## config.mk

```make
export PLATFORM = sky130hd
export DESIGN_NAME = fifo_wr_arbiter_flat
export DESIGN_NICKNAME = d
export VERILOG_FILES = /design/src/rtl/fifo_arb_pkg.sv /design/src/rtl/fifo_wr_arbiter_if.sv /design/src/rtl/rr_pick.sv /design/src/rtl/fifo_wr_arbiter.sv /design/src/flat_wrapper.sv
export SDC_FILE = /design/constraint.sdc
export NUM_CORES = 1
export LEC_CHECK = 0
export CAP_MARGIN = 20
export CORE_MARGIN = 4
export CORE_UTILIZATION = 35
export CTS_BUF_LIST = sky130_fd_sc_hd__clkbuf_4 sky130_fd_sc_hd__clkbuf_8 sky130_fd_sc_hd__clkbuf_16
export DETAILED_ROUTE_END_ITERATION = 8
export PLACE_DENSITY = 0.78
export SETUP_SLACK_MARGIN = 0.2
export SLEW_MARGIN = 15
export SYNTH_ARGS = -nofsm -noshare
export SYNTH_HDL_FRONTEND = slang
export SYNTH_SLANG_ARGS = --single-unit
```

## constraint.sdc

```tcl
create_clock -name i_Clk -period 1.47 [get_ports i_Clk]
set_input_delay 0.2205 -clock i_Clk [delete_from_list [all_inputs] [get_ports i_Clk]]
set_output_delay 0.2205 -clock i_Clk [all_outputs]
set_load 0.1 [all_outputs]
```

## src/rtl/fifo_arb_pkg.sv

```systemverilog
// Shared definitions for the FIFO write arbiter: FSM encoding, parameter limits and
// the burst-counter width helper.
package fifo_arb_pkg;

  typedef enum logic {
    StIdle  = 1'b0,
    StBurst = 1'b1
  } arb_state_e;

  localparam int unsigned NumReqMin   = 2;
  localparam int unsigned NumReqMax   = 8;
  localparam int unsigned BurstMaxMin = 1;
  localparam int unsigned BurstMaxMax = 16;

  // Counter must be able to hold the value burst_max itself.
  function automatic int unsigned cnt_width(input int unsigned burst_max);
    return $clog2(burst_max + 1);
  endfunction

endpackage

```

## src/rtl/fifo_wr_arbiter_if.sv

```systemverilog
// Requester and FIFO-side signal bundle of the write arbiter.
// slave: arbiter side; master: requesters/FIFO/integration side.
interface fifo_wr_arbiter_if #(
  parameter int unsigned NUM_REQ = 4,
  parameter int unsigned WIDTH   = 8
);

  localparam int unsigned OwnerW = $clog2(NUM_REQ);

  logic [NUM_REQ-1:0]       i_Req;
  logic [NUM_REQ*WIDTH-1:0] i_Data;
  logic [NUM_REQ-1:0]       i_Last;
  logic [NUM_REQ-1:0]       o_Ack;
  logic                     o_Wr_DV;
  logic [WIDTH-1:0]         o_Wr_Data;
  logic                     i_Full;
  logic                     i_AF_Flag;
  logic [OwnerW-1:0]        o_Owner;
  logic                     o_Busy;

  modport slave (
    input  i_Req, i_Data, i_Last, i_Full, i_AF_Flag,
    output o_Ack, o_Wr_DV, o_Wr_Data, o_Owner, o_Busy
  );

  modport master (
    output i_Req, i_Data, i_Last, i_Full, i_AF_Flag,
    input  o_Ack, o_Wr_DV, o_Wr_Data, o_Owner, o_Busy
  );

endinterface

```

## src/rtl/rr_pick.sv

```systemverilog
// Combinational round-robin picker: first requesting index strictly after the last
// owner, searching upward and wrapping from NUM_REQ-1 to 0.
module rr_pick #(
  parameter int unsigned NUM_REQ = 4
) (
  input  logic [NUM_REQ-1:0]         i_Req,
  input  logic [$clog2(NUM_REQ)-1:0] i_Last_Owner,
  output logic [$clog2(NUM_REQ)-1:0] o_Winner,
  output logic                       o_Found
);

  localparam int unsigned OwnerW = $clog2(NUM_REQ);

  logic [31:0]       idx;
  logic [OwnerW-1:0] idx_w;

  // Scan offsets 1..NUM_REQ so the last owner itself is considered last.
  always_comb begin
    o_Winner = '0;
    o_Found  = 1'b0;
    idx      = '0;
    idx_w    = '0;
    for (int unsigned k = 1; k <= NUM_REQ; k++) begin
      idx   = (32'(i_Last_Owner) + k) % NUM_REQ;
      idx_w = idx[OwnerW-1:0];
      if (!o_Found && i_Req[idx_w]) begin
        o_Winner = idx_w;
        o_Found  = 1'b1;
      end
    end
  end

endmodule

```

## src/rtl/fifo_wr_arbiter.sv

```systemverilog
// Round-robin arbiter merging NUM_REQ word streams into one FIFO write port.
// A grant lasts until i_Last, BURST_MAX words, or the owner dropping its request.
module fifo_wr_arbiter
  import fifo_arb_pkg::*;
#(
  parameter int unsigned NUM_REQ   = 4,
  parameter int unsigned WIDTH     = 8,
  parameter int unsigned BURST_MAX = 4
) (
  input logic               i_Clk,
  input logic               i_Rst_L,
  fifo_wr_arbiter_if.slave  bus
);

  localparam int unsigned       OwnerW  = $clog2(NUM_REQ);
  localparam int unsigned       CntW    = cnt_width(BURST_MAX);
  localparam logic [CntW-1:0]   CntMax  = CntW'(BURST_MAX);
  localparam logic [OwnerW-1:0] LastRst = OwnerW'(NUM_REQ - 1);

  if (BURST_MAX < BurstMaxMin || BURST_MAX > BurstMaxMax) begin : g_bad_burst_max
    $error("fifo_wr_arbiter: BURST_MAX out of range");
  end
  if (NUM_REQ < NumReqMin || NUM_REQ > NumReqMax) begin : g_bad_num_req
    $error("fifo_wr_arbiter: NUM_REQ out of range");
  end

  arb_state_e        state_q, state_d;
  logic [OwnerW-1:0] owner_q, owner_d;
  logic [OwnerW-1:0] last_q, last_d;
  logic [CntW-1:0]   cnt_q, cnt_d, cnt_inc;
  logic              wr_dv_q, wr_dv_d;
  logic [WIDTH-1:0]  wr_data_q, wr_data_d;

  logic [OwnerW-1:0] winner;
  logic              found;
  logic              own_req, own_last, ack_any;
  logic [WIDTH-1:0]  own_data;

  rr_pick #(
    .NUM_REQ (NUM_REQ)
  ) u_rr_pick (
    .i_Req        (bus.i_Req),
    .i_Last_Owner (last_q),
    .o_Winner     (winner),
    .o_Found      (found)
  );

  // Select the current owner's request, last flag and word.
  always_comb begin
    own_req  = 1'b0;
    own_last = 1'b0;
    own_data = '0;
    for (int unsigned n = 0; n < NUM_REQ; n++) begin
      if (owner_q == OwnerW'(n)) begin
        own_req  = bus.i_Req[n];
        own_last = bus.i_Last[n];
        own_data = bus.i_Data[n*WIDTH +: WIDTH];
      end
    end
  end

  // Full stalls the owner in place; it never ends the burst.
  assign ack_any = (state_q == StBurst) && own_req && !bus.i_Full;

  // One-hot ack to the owner only.
  always_comb begin
    bus.o_Ack = '0;
    for (int unsigned n = 0; n < NUM_REQ; n++) begin
      bus.o_Ack[n] = ack_any && (owner_q == OwnerW'(n));
    end
  end

  // FSM next state, grant loading and burst counting.
  always_comb begin
    state_d = state_q;
    owner_d = owner_q;
    last_d  = last_q;
    cnt_d   = cnt_q;
    cnt_inc = cnt_q + CntW'(1);
    unique case (state_q)
      StIdle: begin
        // Almost-full only blocks new grants.
        if (found && !bus.i_Full && !bus.i_AF_Flag) begin
          state_d = StBurst;
          owner_d = winner;
          cnt_d   = '0;
        end
      end
      StBurst: begin
        if (!own_req) begin
          state_d = StIdle;
          last_d  = owner_q;
        end else if (ack_any) begin
          cnt_d = cnt_inc;
          if (own_last || cnt_inc == CntMax) begin
            state_d = StIdle;
            last_d  = owner_q;
          end
        end
      end
      default: state_d = StIdle;
    endcase
  end

  // Write port runs one cycle behind the ack; data holds between writes.
  always_comb begin
    wr_dv_d   = ack_any;
    wr_data_d = ack_any ? own_data : wr_data_q;
  end

  // State registers; reset parks the pointer so requester 0 wins first.
  always_ff @(posedge i_Clk or negedge i_Rst_L) begin
    if (!i_Rst_L) begin
      state_q   <= StIdle;
      owner_q   <= '0;
      last_q    <= LastRst;
      cnt_q     <= '0;
      wr_dv_q   <= 1'b0;
      wr_data_q <= '0;
    end else begin
      state_q   <= state_d;
      owner_q   <= owner_d;
      last_q    <= last_d;
      cnt_q     <= cnt_d;
      wr_dv_q   <= wr_dv_d;
      wr_data_q <= wr_data_d;
    end
  end

  assign bus.o_Wr_DV   = wr_dv_q;
  assign bus.o_Wr_Data = wr_data_q;
  assign bus.o_Owner   = owner_q;
  assign bus.o_Busy    = (state_q == StBurst);

endmodule

```

## src/flat_wrapper.sv

```systemverilog
// flat-port wrapper written by rule: the top's interface ports become plain ports
module fifo_wr_arbiter_flat import fifo_arb_pkg::*;
#(
  parameter int unsigned NUM_REQ   = 4,
  parameter int unsigned WIDTH     = 8,
  parameter int unsigned BURST_MAX = 4
)
  (i_Clk, i_Rst_L, bus_i_Req, bus_i_Data, bus_i_Last, bus_i_Full, bus_i_AF_Flag, bus_o_Ack, bus_o_Wr_DV, bus_o_Wr_Data, bus_o_Owner, bus_o_Busy);
  fifo_wr_arbiter_if #(.NUM_REQ(NUM_REQ), .WIDTH(WIDTH)) bus_i ();
  input logic i_Clk;
  input logic i_Rst_L;
  input wire logic [$bits(bus_i.i_Req)-1:0] bus_i_Req;
  input wire logic [$bits(bus_i.i_Data)-1:0] bus_i_Data;
  input wire logic [$bits(bus_i.i_Last)-1:0] bus_i_Last;
  input wire logic [$bits(bus_i.i_Full)-1:0] bus_i_Full;
  input wire logic [$bits(bus_i.i_AF_Flag)-1:0] bus_i_AF_Flag;
  output wire logic [$bits(bus_i.o_Ack)-1:0] bus_o_Ack;
  output wire logic [$bits(bus_i.o_Wr_DV)-1:0] bus_o_Wr_DV;
  output wire logic [$bits(bus_i.o_Wr_Data)-1:0] bus_o_Wr_Data;
  output wire logic [$bits(bus_i.o_Owner)-1:0] bus_o_Owner;
  output wire logic [$bits(bus_i.o_Busy)-1:0] bus_o_Busy;
  assign bus_i.i_Req = bus_i_Req;
  assign bus_i.i_Data = bus_i_Data;
  assign bus_i.i_Last = bus_i_Last;
  assign bus_i.i_Full = bus_i_Full;
  assign bus_i.i_AF_Flag = bus_i_AF_Flag;
  assign bus_o_Ack = bus_i.o_Ack;
  assign bus_o_Wr_DV = bus_i.o_Wr_DV;
  assign bus_o_Wr_Data = bus_i.o_Wr_Data;
  assign bus_o_Owner = bus_i.o_Owner;
  assign bus_o_Busy = bus_i.o_Busy;
  fifo_wr_arbiter #(.NUM_REQ(NUM_REQ), .WIDTH(WIDTH), .BURST_MAX(BURST_MAX)) u_core (.i_Clk(i_Clk), .i_Rst_L(i_Rst_L), .bus(bus_i));
endmodule
```

# After elaboration in Yosys (flattened, before gate mapping)

Cells that the tools add are included.

Bits in registers: 17
Bits of input ports: 44
Output and inout port bits: 16
Word-level logic and storage cells: 86

Add/subtract/negate cells: 5
Magnitude comparators: 4
Equal/unequal tests: 9
Mux-type cells: 40
Bitwise logic cells: 1
Reduce and logical (&&, ||, !) cells: 21

Operator list:

| operator                                                              | number |
|---|---|
| 8-bit two-way mux                                                     | 4 |
| 1-bit two-way mux                                                     | 20 |
| 2-bit two-way mux                                                     | 7 |
| 2-bit by 3-bit < comparator with 1-bit output (second input constant) | 4 |
| 1-bit logical AND                                                     | 11 |
| 3-bit two-way mux                                                     | 3 |
| 1-bit binary-select mux with 2-bit select                             | 4 |
| 2-bit != test (second input constant)                                 | 4 |
| 3-bit one-hot mux with 2 select lines                                 | 1 |
| 3-bit AND reduction                                                   | 2 |
| 1-bit zero test                                                       | 5 |
| 2-bit by 1-bit adder with 2-bit output (second input constant)        | 2 |
| 2-bit adder (second input constant)                                   | 2 |
| 2-bit == test (second input constant)                                 | 2 |
| 3-bit by 1-bit adder with 3-bit output (second input constant)        | 1 |
| 3-bit == test (second input constant)                                 | 1 |
| 2-bit by 1-bit == test with 1-bit output (second input constant)      | 1 |
| 2-bit zero test                                                       | 1 |
| 2-bit by 1-bit != test with 1-bit output (second input constant)      | 1 |
| 1-bit one-hot mux with 2 select lines                                 | 1 |
| 2-bit AND reduction                                                   | 1 |
| 1-bit logical OR                                                      | 1 |
| 1-bit inverter                                                        | 1 |

# Depth between registers and ports, before layout

Depth in word-level cells: 17
Gate-level depth with buffers: 7
Gate-level depth less buffers: 5

# By module

Synthesis repeated with hierarchy kept, for this count alone.

Cells, all modules: 85
Area total of the unflattened synthesis: 1128.6 um2

Modules (own cells, without submodules):

| module          | instances | cells an instance | area an instance (um2) | sequential area each (um2) |
|---|---|---|---|---|
| fifo_wr_arbiter | 1         | 71                | 1037.2                 | 427.9 |
| rr_pick         | 1         | 14                | 91.3                   | 0.0 |

# Least setup slack after synthesis

Ideal clock, no wire load.

Path type: register to output
Start point: register u_core.owner_q[1] (netlist: u_core.bus.o_Owner[1])
End point: output bus_o_Ack[2]
Arrival time: 3792 ps
Data required time: 1250 ps
Setup slack: -2543 ps
Stages on the path, launching flop included: 5
Path buffers: 1
Path through: dfrtp_1 buf_6 mux4_2 nand3b_2 nor3b_1

Longest elaborated chain between the ends: 8
Elaborated cells between the ends (all ways): 11
Classes of those cells: eq/ne (3); mux (4); reduce/logical (4)

Ends and longest elaborated chain:

| item                            | line                   | source |
|---|---|---|
| from (decl)                     | fifo_wr_arbiter.sv:28  | `logic [OwnerW-1:0] owner_q, owner_d;` |
| from (signal assigned)          | fifo_wr_arbiter.sv:122 | `owner_q <= owner_d;` |
| 2-bit zero test                 | fifo_wr_arbiter.sv:54  | `if (owner_q == OwnerW'(n)) begin` |
| 1-bit two-way mux (4 in series) | fifo_wr_arbiter.sv:54  |  |
| 1-bit logical AND (2 in series) | fifo_wr_arbiter.sv:63  | `assign ack_any = (state_q == StBurst) && own_req && !bus.i_Full;` |
| 1-bit logical AND (*)           | fifo_wr_arbiter.sv:69  | `bus.o_Ack[n] = ack_any && (owner_q == OwnerW'(n));` |
| to (decl)                       | flat_wrapper.sv:17     | `output wire logic [$bits(bus_i.o_Ack)-1:0] bus_o_Ack;` |

Every way passes the cells marked *; elsewhere a longest branch is shown, timed or not.

# Final worst setup path

Same ends and word-level chain as after synthesis.

==> flow_metrics.py <==
metrics = {
    "global_route": {
        "grt_use_total": 0.205,
        "grt_pass1_vias": 1256,
        "grt_max_degree": 14,
        "grt_pass1_wl_um": 6370,
        "gr-total-overflow": 0,
        "antenna_found_initial": 0,
    },
    "critical_path": {
        "cp-start-kind": "flip-flop",
        "criticalPathCategory": "flip-flop to output port",
        "path_max_fanout": 4,
        "endpoint_kind": "output port",
        "crit_arrival_ns": 1.85,
        "critPathRequiredTime_ns": 1.25,
    },
    "cells_and_area": {
        "nets": 235,
        "nFillCells": 198,
        "n_antenna_cell": 0,
        "area_delta_synth_final_pct": 115,
        "mostFrequentLayoutCell": "clkdlybuf4s50_1",
        "post_route_cells_drive_above_1_share": 0.447,
        "fin_cells": 232,
        "final_cell_mix": "42 x clkdlybuf4s50_1, 23 x nand2_1, 21 x buf_12",
    },
    "min_path": {
        "min_path_type": "input pin to async pin",
    },
    "clocking": {
        "clock_path_buffers": 2,
        "cts_made_buffers": 3,
        "cts_tree": "yes",
        "clock-sinks": 17,
        "clock_latency_ns": 0.30,
        "clock-root-buffer": "clkbuf_4",
        "cts.clk_slew.worst_paths_ns": 0.10,
        "htree_levels": 1,
    },
    "timing": {
        "maxSlewViolCount": 0,
        "period_minus_slack_ns": 2.07,
        "max_slew_margin": 0.765,
        "max_freq_mhz": 483,
        "hold_viol_final": 0,
        "fin_crit_sh": 1.41,
        "setup_ws_ns": -0.602,
        "worst_pin_slew_ns": 0.351,
        "setup_viol": 20,
        "grt_setup_unrepaired": "yes",
        "clock_skew_ns": 0.00276,
    },
    "power": {
        "power.internal_mw": 2.43,
        "p_clk_frac": 0.061,
        "p_leak_nw": 1.05,
        "ir_drop_v": 0.00127,
        "p_per_area_nw_per_um2": 1960,
        "p_comb_frac": 0.741,
        "p_switching_mw": 2.20,
        "seqPwrFrac": 0.198,
        "switching_share": 0.476,
        "p_total_mw": 4.63,
    },
    "synth": {
        "synth_top_area_frac": 0.341,
        "synth-simple-area-share": 0.186,
        "synthMuxAreaShare": 0.253,
        "synth_compound_area_frac": 0.0875,
        "synth_cells": 99,
        "synthTopCellsByArea": "dfrtp_1 34%, mux4_2 14%, nand2_1 8.9%, mux4_1 7.2%, dfstp_2 4.8%",
        "ys_types": 36,
        "synth_area_um2": 1100,
        "synth_adder_area_share": 0.0227,
        "seq_area_frac_synth": 0.389,
        "synthXorXnorAreaFrac": 0.00795,
        "synth_area_per_cell_um2": 11.1,
        "synth_top_family_by_area": "multiplexers",
        "ys_ff_latch": 17,
        "synth_nets": 145,
        "yosysTopAreaCell": "dfrtp_1",
        "yosys_warnings": 0,
    },
    "routing": {
        "vias_per_cell": 5.10,
        "drt_iter0_markers": 55,
        "drc": 0,
        "via_count": 1183,
        "routedWlPerCell_um": 18.0,
        "ant_nets": 0,
        "wl_um": 4170,
        "dr.pass1.iters": 4,
    },
    "die": {
        "placementRows": 20,
        "dieArea_um2": 4110,
        "io-pin-count": 60,
        "core_um2": 3030,
        "fp.dieH_um": 64.1,
        "die_w_um": 64.1,
        "floorplan.initialDensity": 0.364,
    },
    "placed_design": {
        "numPortBuffers": 59,
        "post-place-cells": 214,
        "dp_hpwl_um": 3050,
        "gp_congestion": 0.806,
    },
    "outcome": {
        "failed_checks": "negative setup slack",
        "status": "finished with violations",
    },
    "run": {
        "max-cap-violations": 0,
    },
}
cells in the mapped netlist, drive strengths merged:
| library cell | count |
|---|---|
| nand2b | 3 |
| clkbuf | 1 |
| mux2 | 2 |
| nor3 | 1 |
| mux2i | 2 |
| a211oi | 2 |
| nor4 | 2 |
| o22a | 1 |
| a31o | 1 |
| a31oi | 2 |
| ha | 2 |
| nand3 | 1 |
| buf | 5 |
| nor2b | 1 |
| a2bb2oi | 1 |
| nand3b | 1 |
| a21oi | 1 |
| mux4 | 10 |
| nand2 | 26 |
| o31ai | 1 |
| nor3b | 1 |
| and3 | 1 |
| nor2 | 3 |
| dfrtp | 15 |
| inv | 4 |
| xnor2 | 1 |
| or3b | 1 |
| o21ai | 3 |
| dfstp | 2 |
| or4 | 1 |
| a21o | 1 |
path summary, 6_finish.rpt:
kind / start / to / slack [ns] / cells after the start
min reg2reg: u_core.bus.o_Wr_Data[5] / u_core.bus.o_Wr_Data[5] / 0.55 / 2
min in group i_Clk: u_core.bus.o_Wr_Data[5] / u_core.bus.o_Wr_Data[5] / 0.55 / 2
min: i_Rst_L / u_core.bus.o_Wr_Data[1] / 0.18 / 1
max reg2reg: u_core.bus.o_Owner[1] / u_core.last_q[1] / -0.47 / 8
max: u_core.bus.o_Owner[1] / bus_o_Ack[2] / -0.60 / 5
max in group asynchronous: i_Rst_L / u_core.last_q[0] / 0.82 / 2
worst max-delay path, stage by stage (launching register included):
cell      delay (ns)
dfrtp_4         0.51
mux4_2          0.39
nand3b_4        0.10
buf_12          0.14
nor3b_4         0.20
buf_12          0.20
stage by stage:
step | util | setup slack (ns) | setup TNS, ns | instance area [um2] | hold slack [ns]
after floorplan | - | -1.00 | -8.77 | 1180 | -0.0751
after global placement | 0.691 | -0.466 | -6.45 | 2090 | 0.504
after detailed placement | 0.691 | -0.506 | -7.45 | 2090 | 0.516
after CTS | 0.750 | -0.587 | -6.75 | 2270 | 0.188
after global routing | 0.781 | -0.655 | -8.42 | 2360 | 0.189
final | 0.781 | -0.602 | -7.41 | 2360 | 0.178
flip-flops by register name, summed over array words and instances (netlist names):
| signal | cells |
|---|---|
| u_core.bus.o_Owner | 2 |
| u_core.last_q | 2 |
| u_core.bus.o_Wr_Data | 8 |
| u_core.cnt_q | 3 |
| u_core.bus.o_Busy | 1 |
| u_core.bus.o_Wr_DV | 1 |
logic make-up (layout without fill, tap and decap cells):
family | count (synthesis) | in the layout
DFF | 17 | 17
AOI/OAI and AO/OA | 13 | 13
and+or+nand+nor | 42 | 42
muxes | 14 | 14
buffers and inverters | 10 | 99
adders and majority gates | 2 | 2
xor gates and xnor gates | 1 | 1
layout make-up:
cell class,instances,area [um2],share of cell area
clock buffer,4,30.0,0.0127
timing repair buffer,91,1090,0.461
tap,44,55.1,0.0233
multi-input combinational,72,734,0.311
inverter,4,15.0,0.00635
sequential,17,439,0.186
power groups by stage:
| stage | Clock, mW | Combinational, mW | Sequential [mW] |
|---|---|---|---|
| floorplan | 0 | 0.949 | 1.82 |
| global placement | 0 | 2.93 | 0.885 |
| detailed placement | 0 | 2.98 | 0.901 |
| CTS | 0.289 | 3.31 | 0.900 |
| global route | 0.314 | 3.55 | 0.935 |
| finish | 0.284 | 3.43 | 0.917 |
what timing repair did:
item / 4_1_cts / 5_1_grt
pin swaps: 12 / 5
hold endpoints to repair: 0 / 0
endpoints found under the setup margin: 24 / 24
gates resized for setup: 19 / 12
gates cloned: 0 / 0
hold buffers: 0 / 0
buffers inserted: 9 / 5
layer usage:
metal | up-vias | wire length [um] | track usage
met1 | 584 | 1410 | 0.212
met4 | 0 | 83 | 0.0739
li1 | 542 | - | -
met2 | 48 | 2400 | 0.391
met3 | 9 | 272 | 0.0527
met5 | - | 0 | 0
No activity file was read; power rests on OpenSTA's default activity.
